## src/rtl/dps_sci_arbiter.sv

```systemverilog
// dps_sci_arbiter
//   Shares the single SCI register port between two CPU-side masters.
//   Each master owns a one-entry request slot; pending slots are issued to
//   the SCI one per cycle, round-robin (or fixed M0-first when
//   P_RR_ENABLE = 0). Read data is registered and returned only to the
//   master that issued the read.
//
// Ports
//   iIF_CLOCK, inRESET           clock, asynchronous active-low reset
//   iMx_REQ_VALID/RW/ADDR/DATA   master x request (x = 0, 1)
//   oMx_REQ_BUSY                 master x slot occupied, request ignored
//   oMx_REQ_VALID/DATA           master x read response (1-cycle pulse)
//   oSCI_REQ_VALID/RW/ADDR/DATA  issue to SCI
//   iSCI_REQ_BUSY                SCI stall, issue held
//   iSCI_REQ_VALID/DATA          same-cycle read data from SCI
module dps_sci_arbiter #(
    parameter bit P_RR_ENABLE = 1'b1
) (
    input  logic        iIF_CLOCK,
    input  logic        inRESET,
    input  logic        iM0_REQ_VALID,
    output logic        oM0_REQ_BUSY,
    input  logic        iM0_REQ_RW,
    input  logic [1:0]  iM0_REQ_ADDR,
    input  logic [31:0] iM0_REQ_DATA,
    output logic        oM0_REQ_VALID,
    output logic [31:0] oM0_REQ_DATA,
    input  logic        iM1_REQ_VALID,
    output logic        oM1_REQ_BUSY,
    input  logic        iM1_REQ_RW,
    input  logic [1:0]  iM1_REQ_ADDR,
    input  logic [31:0] iM1_REQ_DATA,
    output logic        oM1_REQ_VALID,
    output logic [31:0] oM1_REQ_DATA,
    output logic        oSCI_REQ_VALID,
    input  logic        iSCI_REQ_BUSY,
    output logic        oSCI_REQ_RW,
    output logic [1:0]  oSCI_REQ_ADDR,
    output logic [31:0] oSCI_REQ_DATA,
    input  logic        iSCI_REQ_VALID,
    input  logic [31:0] iSCI_REQ_DATA
);

    typedef enum logic {
        PTR_M0 = 1'b0,
        PTR_M1 = 1'b1
    } ptr_e;

    // Per-master views of the request inputs
    logic [1:0]       req_valid;
    logic [1:0]       req_rw;
    logic [1:0][1:0]  req_addr;
    logic [1:0][31:0] req_data;

    assign req_valid = {iM1_REQ_VALID, iM0_REQ_VALID};
    assign req_rw    = {iM1_REQ_RW,    iM0_REQ_RW};
    assign req_addr  = {iM1_REQ_ADDR,  iM0_REQ_ADDR};
    assign req_data  = {iM1_REQ_DATA,  iM0_REQ_DATA};

    // Slot and response state
    logic [1:0]       pend_q,      pend_d;
    logic [1:0]       rw_q,        rw_d;
    logic [1:0][1:0]  addr_q,      addr_d;
    logic [1:0][31:0] data_q,      data_d;
    logic [1:0]       rsp_valid_q, rsp_valid_d;
    logic [1:0][31:0] rsp_data_q,  rsp_data_d;
    ptr_e             ptr_q,       ptr_d;

    logic grant_vld;
    logic grant_idx;
    logic issue;

    always_comb begin
        grant_vld = |pend_q;
        // Contention goes to the pointer's master; otherwise the only
        // pending slot wins (index 0 when nothing is pending, masked below).
        if (pend_q == 2'b11) begin
            grant_idx = P_RR_ENABLE && (ptr_q == PTR_M1);
        end else begin
            grant_idx = pend_q[1];
        end
        issue = grant_vld && !iSCI_REQ_BUSY;
    end

    always_comb begin
        pend_d      = pend_q;
        rw_d        = rw_q;
        addr_d      = addr_q;
        data_d      = data_q;
        rsp_valid_d = '0;
        rsp_data_d  = rsp_data_q;
        ptr_d       = ptr_q;

        if (issue) begin
            pend_d[grant_idx] = 1'b0;
            if (P_RR_ENABLE) begin
                ptr_d = grant_idx ? PTR_M0 : PTR_M1;
            end
            if (!rw_q[grant_idx]) begin
                rsp_valid_d[grant_idx] = 1'b1;
                rsp_data_d[grant_idx]  = iSCI_REQ_VALID ? iSCI_REQ_DATA : '0;
            end
        end

        // Accept only into a slot that was empty this cycle; an issued slot
        // reports busy until the following cycle, so no conflict with issue.
        for (int unsigned m = 0; m < 2; m++) begin
            if (req_valid[m] && !pend_q[m]) begin
                pend_d[m] = 1'b1;
                rw_d[m]   = req_rw[m];
                addr_d[m] = req_addr[m];
                data_d[m] = req_data[m];
            end
        end
    end

    always_ff @(posedge iIF_CLOCK or negedge inRESET) begin
        if (!inRESET) begin
            pend_q      <= '0;
            rw_q        <= '0;
            addr_q      <= '0;
            data_q      <= '0;
            rsp_valid_q <= '0;
            rsp_data_q  <= '0;
            ptr_q       <= PTR_M0;
        end else begin
            pend_q      <= pend_d;
            rw_q        <= rw_d;
            addr_q      <= addr_d;
            data_q      <= data_d;
            rsp_valid_q <= rsp_valid_d;
            rsp_data_q  <= rsp_data_d;
            ptr_q       <= ptr_d;
        end
    end

    assign oM0_REQ_BUSY   = pend_q[0];
    assign oM1_REQ_BUSY   = pend_q[1];
    assign oM0_REQ_VALID  = rsp_valid_q[0];
    assign oM1_REQ_VALID  = rsp_valid_q[1];
    assign oM0_REQ_DATA   = rsp_data_q[0];
    assign oM1_REQ_DATA   = rsp_data_q[1];

    assign oSCI_REQ_VALID = issue;
    assign oSCI_REQ_RW    = grant_vld ? rw_q[grant_idx]   : 1'b0;
    assign oSCI_REQ_ADDR  = grant_vld ? addr_q[grant_idx] : 2'b00;
    assign oSCI_REQ_DATA  = grant_vld ? data_q[grant_idx] : 32'h0;

endmodule

```

## config.mk

```make
export PLATFORM = sky130hd
export DESIGN_NAME = dps_sci_arbiter
export DESIGN_NICKNAME = d
export VERILOG_FILES = /design/src/rtl/dps_sci_arbiter.sv
export SDC_FILE = /design/constraint.sdc
export NUM_CORES = 1
export LEC_CHECK = 0
export CORE_MARGIN = 5
export CORE_UTILIZATION = 51
export CTS_BUF_LIST = sky130_fd_sc_hd__clkbuf_4 sky130_fd_sc_hd__clkbuf_8
export DETAILED_ROUTE_END_ITERATION = 7
export PLACE_DENSITY = 0.93
export SLEW_MARGIN = 20
export SYNTH_ARGS = -nofsm -noshare
export SYNTH_HDL_FRONTEND = slang
export SYNTH_SLANG_ARGS = --single-unit
export TNS_END_PERCENT = 10
```

## constraint.sdc

```tcl
create_clock -name iIF_CLOCK -period 4.35 [get_ports iIF_CLOCK]
set_input_delay 0.87 -clock iIF_CLOCK [delete_from_list [all_inputs] [get_ports iIF_CLOCK]]
set_output_delay 0.87 -clock iIF_CLOCK [all_outputs]
set_load 0.02 [all_outputs]
```

== Word-level counts from Yosys, hierarchy flattened ==
Cells that the tools add are included.

* Bits in registers: 139
* Input port bits: 108
* Output and inout port bits: 104
* Word-level logic and storage cells: 51

* Magnitude comparators: 2
* Equal/unequal tests: 1
* Muxes and demuxes: 22
* Bitwise logic cells: 3
* Reduce and logical (&&, ||, !) cells: 11

{| class="wikitable"
|+ Operator list
! operator !! count
|-
| $mux W32 || 5
|-
| $bwmux W64 || 1
|-
| $demux W32 S1 || 1
|-
| $mux W2 || 6
|-
| $mux W1 || 8
|-
| $logic_and A1 B1 Y1 || 4
|-
| $reduce_bool A2 Y1 || 2
|-
| $logic_not A1 Y1 || 3
|-
| $and A2 B2 Y2 || 1
|-
| $eq A2 B2 Y1 const B || 1
|-
| $lt A1 B2 Y1 const B || 1
|-
| $not A2 Y2 || 1
|-
| $reduce_and A2 Y1 || 1
|-
| $reduce_or A2 Y1 || 1
|-
| $demux W1 S1 || 1
|-
| $ge A1 B1 Y1 const B || 1
|-
| $not A1 Y1 || 1
|}

== Logic depth before layout (Yosys ltp) ==
Gate-level depths: netlist of run 1.

* Depth in word-level cells: 10
* Gate-level depth with buffers: 7
* Mapped depth without buffers: 3

== Least setup slack after synthesis of run 1 ==
OpenSTA, ideal clock, no wires.

* Kind: register to output
* Start: reg pend_q[1]
* End: out oSCI_REQ_ADDR[0]
* Data arrival time: 1.561 ns
* Data required time: 3.480 ns
* Path slack: 1.919 ns
* Stages on the path, launching flop included: 5
* Path buffers: 2
* Cell sequence: dfrtp_1 buf_2 nand2_1 buf_4 mux2i_1

* Cells in the longest elaborated chain, start to end: 5

{| class="wikitable"
|+ RTL lines
! element !! line !! RTL
|-
| start: declaration || 61 || <nowiki>logic [1:0] pend_q, pend_d;</nowiki>
|-
| start signal: assignment || 127 || <nowiki>pend_q <= pend_d;</nowiki>
|-
| $eq A2 B2 Y1 || 77 || <nowiki>if (pend_q == 2'b11) begin</nowiki>
|-
| $mux W1 || 77 ||
|-
| $mux W2 (implied by the code) (2 in a row) || 146 || <nowiki>assign oSCI_REQ_ADDR = grant_vld ? addr_q[grant_idx] : 2'b00;</nowiki>
|-
| $mux W2 * || 146 ||
|-
| end: declaration || 38 || <nowiki>output logic [1:0] oSCI_REQ_ADDR,</nowiki>
|}

Every way passes the cells marked *; elsewhere a longest branch is shown, timed or not. The select of a mux whose other input is x is not followed.

== Worst setup path in the final report of run 1 ==
* Start: reg ptr_q
* End: out oSCI_REQ_ADDR[1]

* Cells in the longest elaborated chain, start to end: 4

{| class="wikitable"
|+ RTL lines
! element !! line !! RTL
|-
| start: declaration || 67 || <nowiki>ptr_e ptr_q, ptr_d;</nowiki>
|-
| start signal: assignment || 133 || <nowiki>ptr_q <= ptr_d;</nowiki>
|-
| $mux W1 || 77 ||
|-
| $mux W2 (implied by the code) (2 in a row) || 146 ||
|-
| $mux W2 || 146 ||
|}

Every way passes these cells. The select of a mux whose other input is x is not followed.

==> impl_metrics.tcl, run 1 <==
set metrics [dict create \
    rsz0062_at_grt "no" \
    synthToLayoutAreaGrowth_pct 42.7 \
    power_mw 6.71 \
    busiest_layer "met2" \
    tritoncts "built" \
    p_seq_share_pct 32.4 \
    cp_max_fo 28 \
    r2r_cells 3 \
    cp-end-kind "output port" \
    syn_inst 489 \
    grt_use_met2_pct 39.2 \
    numPortBuffers 211 \
    reg2reg_to "data_q[6]$_DFFE_PN0P_" \
    ioPinCount 212 \
    netlist_area_um2 6110 \
    syn-num-nets 597 \
    drive_gt1_share_pct 20.7 \
    design_area_um2 8720 \
    place_congestion 0.847 \
    synth.most_common_cell "dfrtp_1" \
    min_path_type "primary input to async pin" \
    cts_buffers 17 \
    arrival_ns 2.72 \
    synth_top_area_share_pct 56.9 \
    worst_skew_pair.late_latency_ns 0.44 \
    pwr-share-comb_pct 51.2 \
    die_h_um 119 \
    cp.required_ns 3.48 \
    grt_pass1_wl_mm 26.0 \
    final_antenna_net_count 0 \
    finalCriticalPeriod_ns 3.59 \
    post_cts_buffers 0 \
    ctsResizeCount 0 \
    ys_seq_area_share_pct 56.9 \
    grt_usage_pct 23.3 \
    post_dp_cell_area_um2 8290 \
    yosys-top-cells-area "dfrtp_1 57%, mux2_2 13%, mux2_4 7.1%" \
    crit_type "register to output port" \
    path_clk_slew_ns 0.07 \
    pwr-share-clk_pct 16.4 \
    cts_root_buf "clkbuf_8" \
    drcViolationCount 0 \
    die_x_um 119 \
    fp-row-count 40 \
    firstDrtPassIters 4 \
    cts_num_sinks 139 \
    fin_util_pct 73.5 \
    cts_hold_buf 0 \
    grt_overflow_total 0 \
    drtIter0Drc 245 \
    finalSetupTns_ns 0 \
    syn_area_per_cell_um2 12.5 \
    power.leakage_nw 4.03 \
    antenna_found_initial 0 \
    grt_pass1_vias 4944 \
    start_util_pct 51.5 \
    startpoint "ptr_q$_DFFE_PN0P_" \
    power_density_nw_per_um2 770 \
    setup_violations 0 \
    synthArstFlopShare_pct 100 \
    yosysWarnings 0 \
    use_met1_pct 27.5 \
    viasPerCell 5.19 \
    reg2reg_setup_slack_ns 2.18 \
    routedWlPerCell_um 19.0 \
    nets 802 \
    hpwl_mm 11.7 \
    worst_pin_slew_ns 1.07 \
    swShare_pct 37.0 \
    outcome "finished clean" \
    power.switching_mw 2.48 \
    antenna-diode-count 0 \
    finalHoldViolCount 0 \
    synth-edff-count 0 \
    drt-total-wl_mm 16.2 \
    synthTopCellsByCount "139 x dfrtp_1, 72 x mux2_2, 69 x nand2_1" \
    synthFlopType "dfrtp_1" \
    clock_path_buffers 2 \
    synth_seq_cells 139 \
    h-tree-depth 4 \
    p_int_mw 4.23 \
    whs_ns 0.467 \
    synth.distinct_cells 22 \
    final-max-slew-violation-count 0 \
    grt_start_max_net_pins 78 \
    slew-limit-headroom_pct 28.6 \
    die_area_um2 14300 \
    synth_top_cell_by_area "dfrtp_1" \
    start_kind "register" \
    grt_util_met3_pct 8.45 \
    fin_crit_sh_pct 82.6 \
    fin_skew_ns 0.00790 \
    cap_violations 0 \
    vias 4430 \
    ir_drop_mv 0.555 \
    fmax_mhz 278 \
    r2r_start "pend_q[0]$_DFFE_PN0P_" \
    core_um2 11900 \
]
cell type report:
class	instances	area [µm²]
repair buffers	216	2150
clock inverters	6	80.1
flip-flops and latches	139	3480
clock buffers	26	352
inverters	36	135
fillers	780	3140
multi-input cells	284	2340
well taps	147	184
logic make-up after synthesis:
group,count (synthesis),share of synthesized area [%]
DFF,139,56.9
muxes,135,26.0
and+or+nand+nor,110,8.47
buffers and inverters,66,5.08
AOI/OAI and AO/OA,39,3.60
placed cells by master (no fill, tap or decap):
| cell type | count |
|---|---|
| nor2b_4 | 2 |
| clkbuf_8 | 25 |
| a21oi_1 | 1 |
| clkdlybuf4s50_1 | 210 |
| a32o_1 | 1 |
| o21bai_1 | 1 |
| dfrtp_1 | 139 |
| buf_4 | 5 |
| a21boi_4 | 1 |
| o22a_1 | 1 |
| nor2_1 | 4 |
| clkbuf_4 | 1 |
| clkinv_2 | 4 |
| and2_1 | 32 |
| buf_6 | 1 |
| inv_1 | 36 |
| mux2_2 | 72 |
| nand2b_4 | 1 |
| mux2i_1 | 34 |
| and3_2 | 1 |
| mux2_4 | 29 |
| nand2_2 | 1 |
| nand2_1 | 68 |
| bufinv_16 | 2 |
| nand2_4 | 1 |
| o21ai_0 | 34 |
metal layers:
| metal | part of all wire [%] | up-vias |
|---|---|---|
| li1 | - | 2016 |
| met1 | 39 | 2201 |
| met2 | 50 | 185 |
| met5 | 0 | - |
| met4 | 1.9 | 0 |
| met3 | 8.5 | 28 |
power by group through the flow:
stage | Sequential [mW] | Clock, mW | Combinational (mW)
floorplan | 2.41 | 0 | 1.74
global placement | 2.15 | 0 | 3.34
detailed placement | 2.20 | 0 | 3.43
CTS | 2.18 | 1.13 | 3.46
global route | 2.24 | 1.18 | 3.64
finish | 2.18 | 1.10 | 3.44
sequential cells by signal (all words and copies together), names as in the netlist:
name and flops:
rw_q 2, oM0_REQ_DATA 32, ptr_q 1, data_q 64, oM1_REQ_DATA 32, rsp_valid_q 2, pend_q 2, addr_q 4
stage by stage:
step                std cells  setup WS, ns
floorplan                 489          1.92
global placement          822          1.27
detailed placement        822          1.24
CTS                       854         0.738
global route              854         0.663
finish                    854         0.756
critical path, cell delays in order, from the launching register on:
cell and delay, ns:
dfrtp_1 0.43, nand2b_4 0.17, nand2_2 0.22, buf_4 0.47
mux2i_1 0.30, clkdlybuf4s50_1 0.67
worst max-delay path by stage:
stage / end / cells after the start
final: oSCI_REQ_ADDR[1] / 5
after global routing: oSCI_REQ_ADDR[1] / 5
after CTS: oSCI_REQ_ADDR[1] / 5
after detailed placement: oSCI_REQ_VALID / 3
after global placement: oSCI_REQ_VALID / 3
after floorplan: oSCI_REQ_ADDR[0] / 4
Power figures use the tool's default switching activity.
==> inputs of run 2 (changes only) <==
--- a/config.mk
+++ b/config.mk
@@ -6,10 +6,10 @@
 export NUM_CORES = 1
 export LEC_CHECK = 0
 export CORE_MARGIN = 5
-export CORE_UTILIZATION = 51
+export CORE_UTILIZATION = 42
 export CTS_BUF_LIST = sky130_fd_sc_hd__clkbuf_4 sky130_fd_sc_hd__clkbuf_8
 export DETAILED_ROUTE_END_ITERATION = 7
-export PLACE_DENSITY = 0.93
+export PLACE_DENSITY = 0.82
 export SLEW_MARGIN = 20
 export SYNTH_ARGS = -nofsm -noshare
 export SYNTH_HDL_FRONTEND = slang
==> constraint.sdc (replaced) <==
create_clock -name iIF_CLOCK -period 3.3 [get_ports iIF_CLOCK]
set_input_delay 0.66 -clock iIF_CLOCK [delete_from_list [all_inputs] [get_ports iIF_CLOCK]]
set_output_delay 0.66 -clock iIF_CLOCK [all_outputs]
set_load 0.02 [all_outputs]
==> run 2 against run 1 <==
Utilization is 13 points lower. Clock skew grew 0.0024 ns. Wire length down 4.9%. Setup slack got worse by 0.57 ns. Largest cell class unchanged.
==> impl_metrics.tcl, run 2 (same netlist as run 1, synthesis figures left out) <==
set metrics [dict create \
    place_congestion 0.881 \
    regMostFlops "data_q" \
    die_x_um 131 \
    design_area_um2 8790 \
    drcViolationCount 0 \
    post_dp_cell_area_um2 8390 \
    antenna-diode-count 0 \
    numPortBuffers 211 \
    routed-wl-met3_um 825 \
    path_clk_slew_ns 0.08 \
    largest_register_ffs 64 \
    fp-row-count 44 \
    cts_root_buf "clkbuf_8" \
    setup_violations 0 \
    hpwl_mm 11.2 \
    cp-end-kind "output port" \
    r2r_cells 4 \
    core_um2 14400 \
    antenna_found_initial 0 \
    routed-wl-met2_mm 7.87 \
    dp.cells 860 \
    cp.required_ns 2.64 \
    firstDrtPassIters 4 \
    clock_path_buffers 2 \
    ctsResizeCount 0 \
    viasPerCell 4.85 \
    cap_violations 0 \
    power.leakage_nw 4.02 \
    arrival_ns 2.45 \
    path_cells "nand2b_4 -> nand2_2 -> buf_12 -> mux2i_1 -> clkdlybuf4s50_1" \
    power_mw 8.74 \
    fin_skew_ns 0.0103 \
    grt_pass1_wl_mm 23.8 \
    grt_pass1_vias 4713 \
    setup_ws_ns 0.187 \
    pre_cts_slack_ns 0.598 \
    slew-limit-headroom_pct 33.6 \
    crit_buf_inv 2 \
    grt_overflow_total 0 \
    vias 4320 \
    ioPinCount 212 \
    path_delay_family "buffers and inverters" \
    r2r_start "pend_q[0]$_DFFE_PN0P_" \
    layout_common_cells "210 x clkdlybuf4s50_1, 139 x dfrtp_1, 72 x mux2_2" \
    routedWlPerCell_um 17.3 \
    drt-total-wl_mm 15.4 \
    die_h_um 131 \
    drive_gt1_share_pct 20.5 \
    reg2reg_setup_slack_ns 1.27 \
    outcome "finished clean" \
    post_cts_buffers 0 \
    cts_hold_buf 0 \
    die_area_um2 17100 \
    cts_num_sinks 139 \
    synthToLayoutAreaGrowth_pct 43.8 \
    finalCriticalPeriod_ns 3.11 \
    grt_usage_pct 18.1 \
    reg2reg_to "oM0_REQ_DATA[30]$_DFFE_PN0P_" \
    final-max-slew-violation-count 0 \
    power_density_nw_per_um2 995 \
    worst_skew_pair.late_latency_ns 0.44 \
    finalHoldViolCount 0 \
    grt_start_max_net_pins 79 \
    fmax_mhz 321 \
    cp_max_fo 29 \
    rsz0062_at_grt "no" \
    nets 803 \
    tritoncts "built" \
    cts_buffers 17 \
    final_antenna_net_count 0 \
    stdcell_count 891 \
    ir_drop_mv 0.506 \
    layout_commonest_cell "clkdlybuf4s50_1" \
    drtIter0Drc 174 \
    fin_crit_sh_pct 94.3 \
    slowest_stage "clkdlybuf4s50_1" \
    top_signal_layer_used "met4" \
    finalSetupTns_ns 0 \
    h-tree-depth 4 \
    worst_pin_slew_ns 0.993 \
    crit_type "register to output port" \
    wl_met1_mm 6.33 \
    min_path_type "primary input to async pin" \
    start_kind "register" \
    slowest_delay_ns 0.63 \
    start_util_pct 42.4 \
]
run 2: through the flow:
stage / hold slack (ns) / utilization, %
5_1_grt: 0.276 / 60.9
6_report: 0.247 / 60.9
3_5_place_dp: 0.494 / 58.2
3_3_place_gp: 0.490 / 58.2
4_1_cts: 0.251 / 60.9
2_1_floorplan: 0.364 / -
run 2: worst max path at each step:
stage / cells past startpoint / endpoint / startpoint / slack (ns)
2_1_floorplan: 4 / oSCI_REQ_ADDR[0] / pend_q[1]$_DFFE_PN0P_ / 1.08
3_3_place_gp: 3 / oSCI_REQ_VALID / iSCI_REQ_BUSY / 0.66
3_5_place_dp: 3 / oSCI_REQ_VALID / iSCI_REQ_BUSY / 0.60
4_1_cts: 5 / oSCI_REQ_DATA[13] / ptr_q$_DFFE_PN0P_ / 0.13
5_1_grt: 5 / oSCI_REQ_DATA[18] / ptr_q$_DFFE_PN0P_ / 0.03
6_report: 5 / oSCI_REQ_DATA[23] / ptr_q$_DFFE_PN0P_ / 0.19
run 2: power breakdown:
part | switching, mW | internal (mW)
combinational | 2.21 | 2.32
clock | 0.642 | 0.724
sequential | 0.391 | 2.46
total | 3.24 | 5.51
run 2: area by class of cell:
| class | instances | area [µm²] |
|---|---|---|
| fillers | 1126 | 5640 |
| repair buffers | 217 | 2210 |
| clock inverters | 11 | 119 |
| inverters | 36 | 135 |
| flip-flops and latches | 139 | 3480 |
| multi-input cells | 284 | 2340 |
| clock buffers | 20 | 275 |
| well taps | 184 | 230 |
run 2: layer usage:
layer  global-route usage, %  vias up
met4                    7.50        0
met3                    5.04       25
li1                        -     2025
met5                       0        -
met2                    31.0      142
met1                    21.4     2128
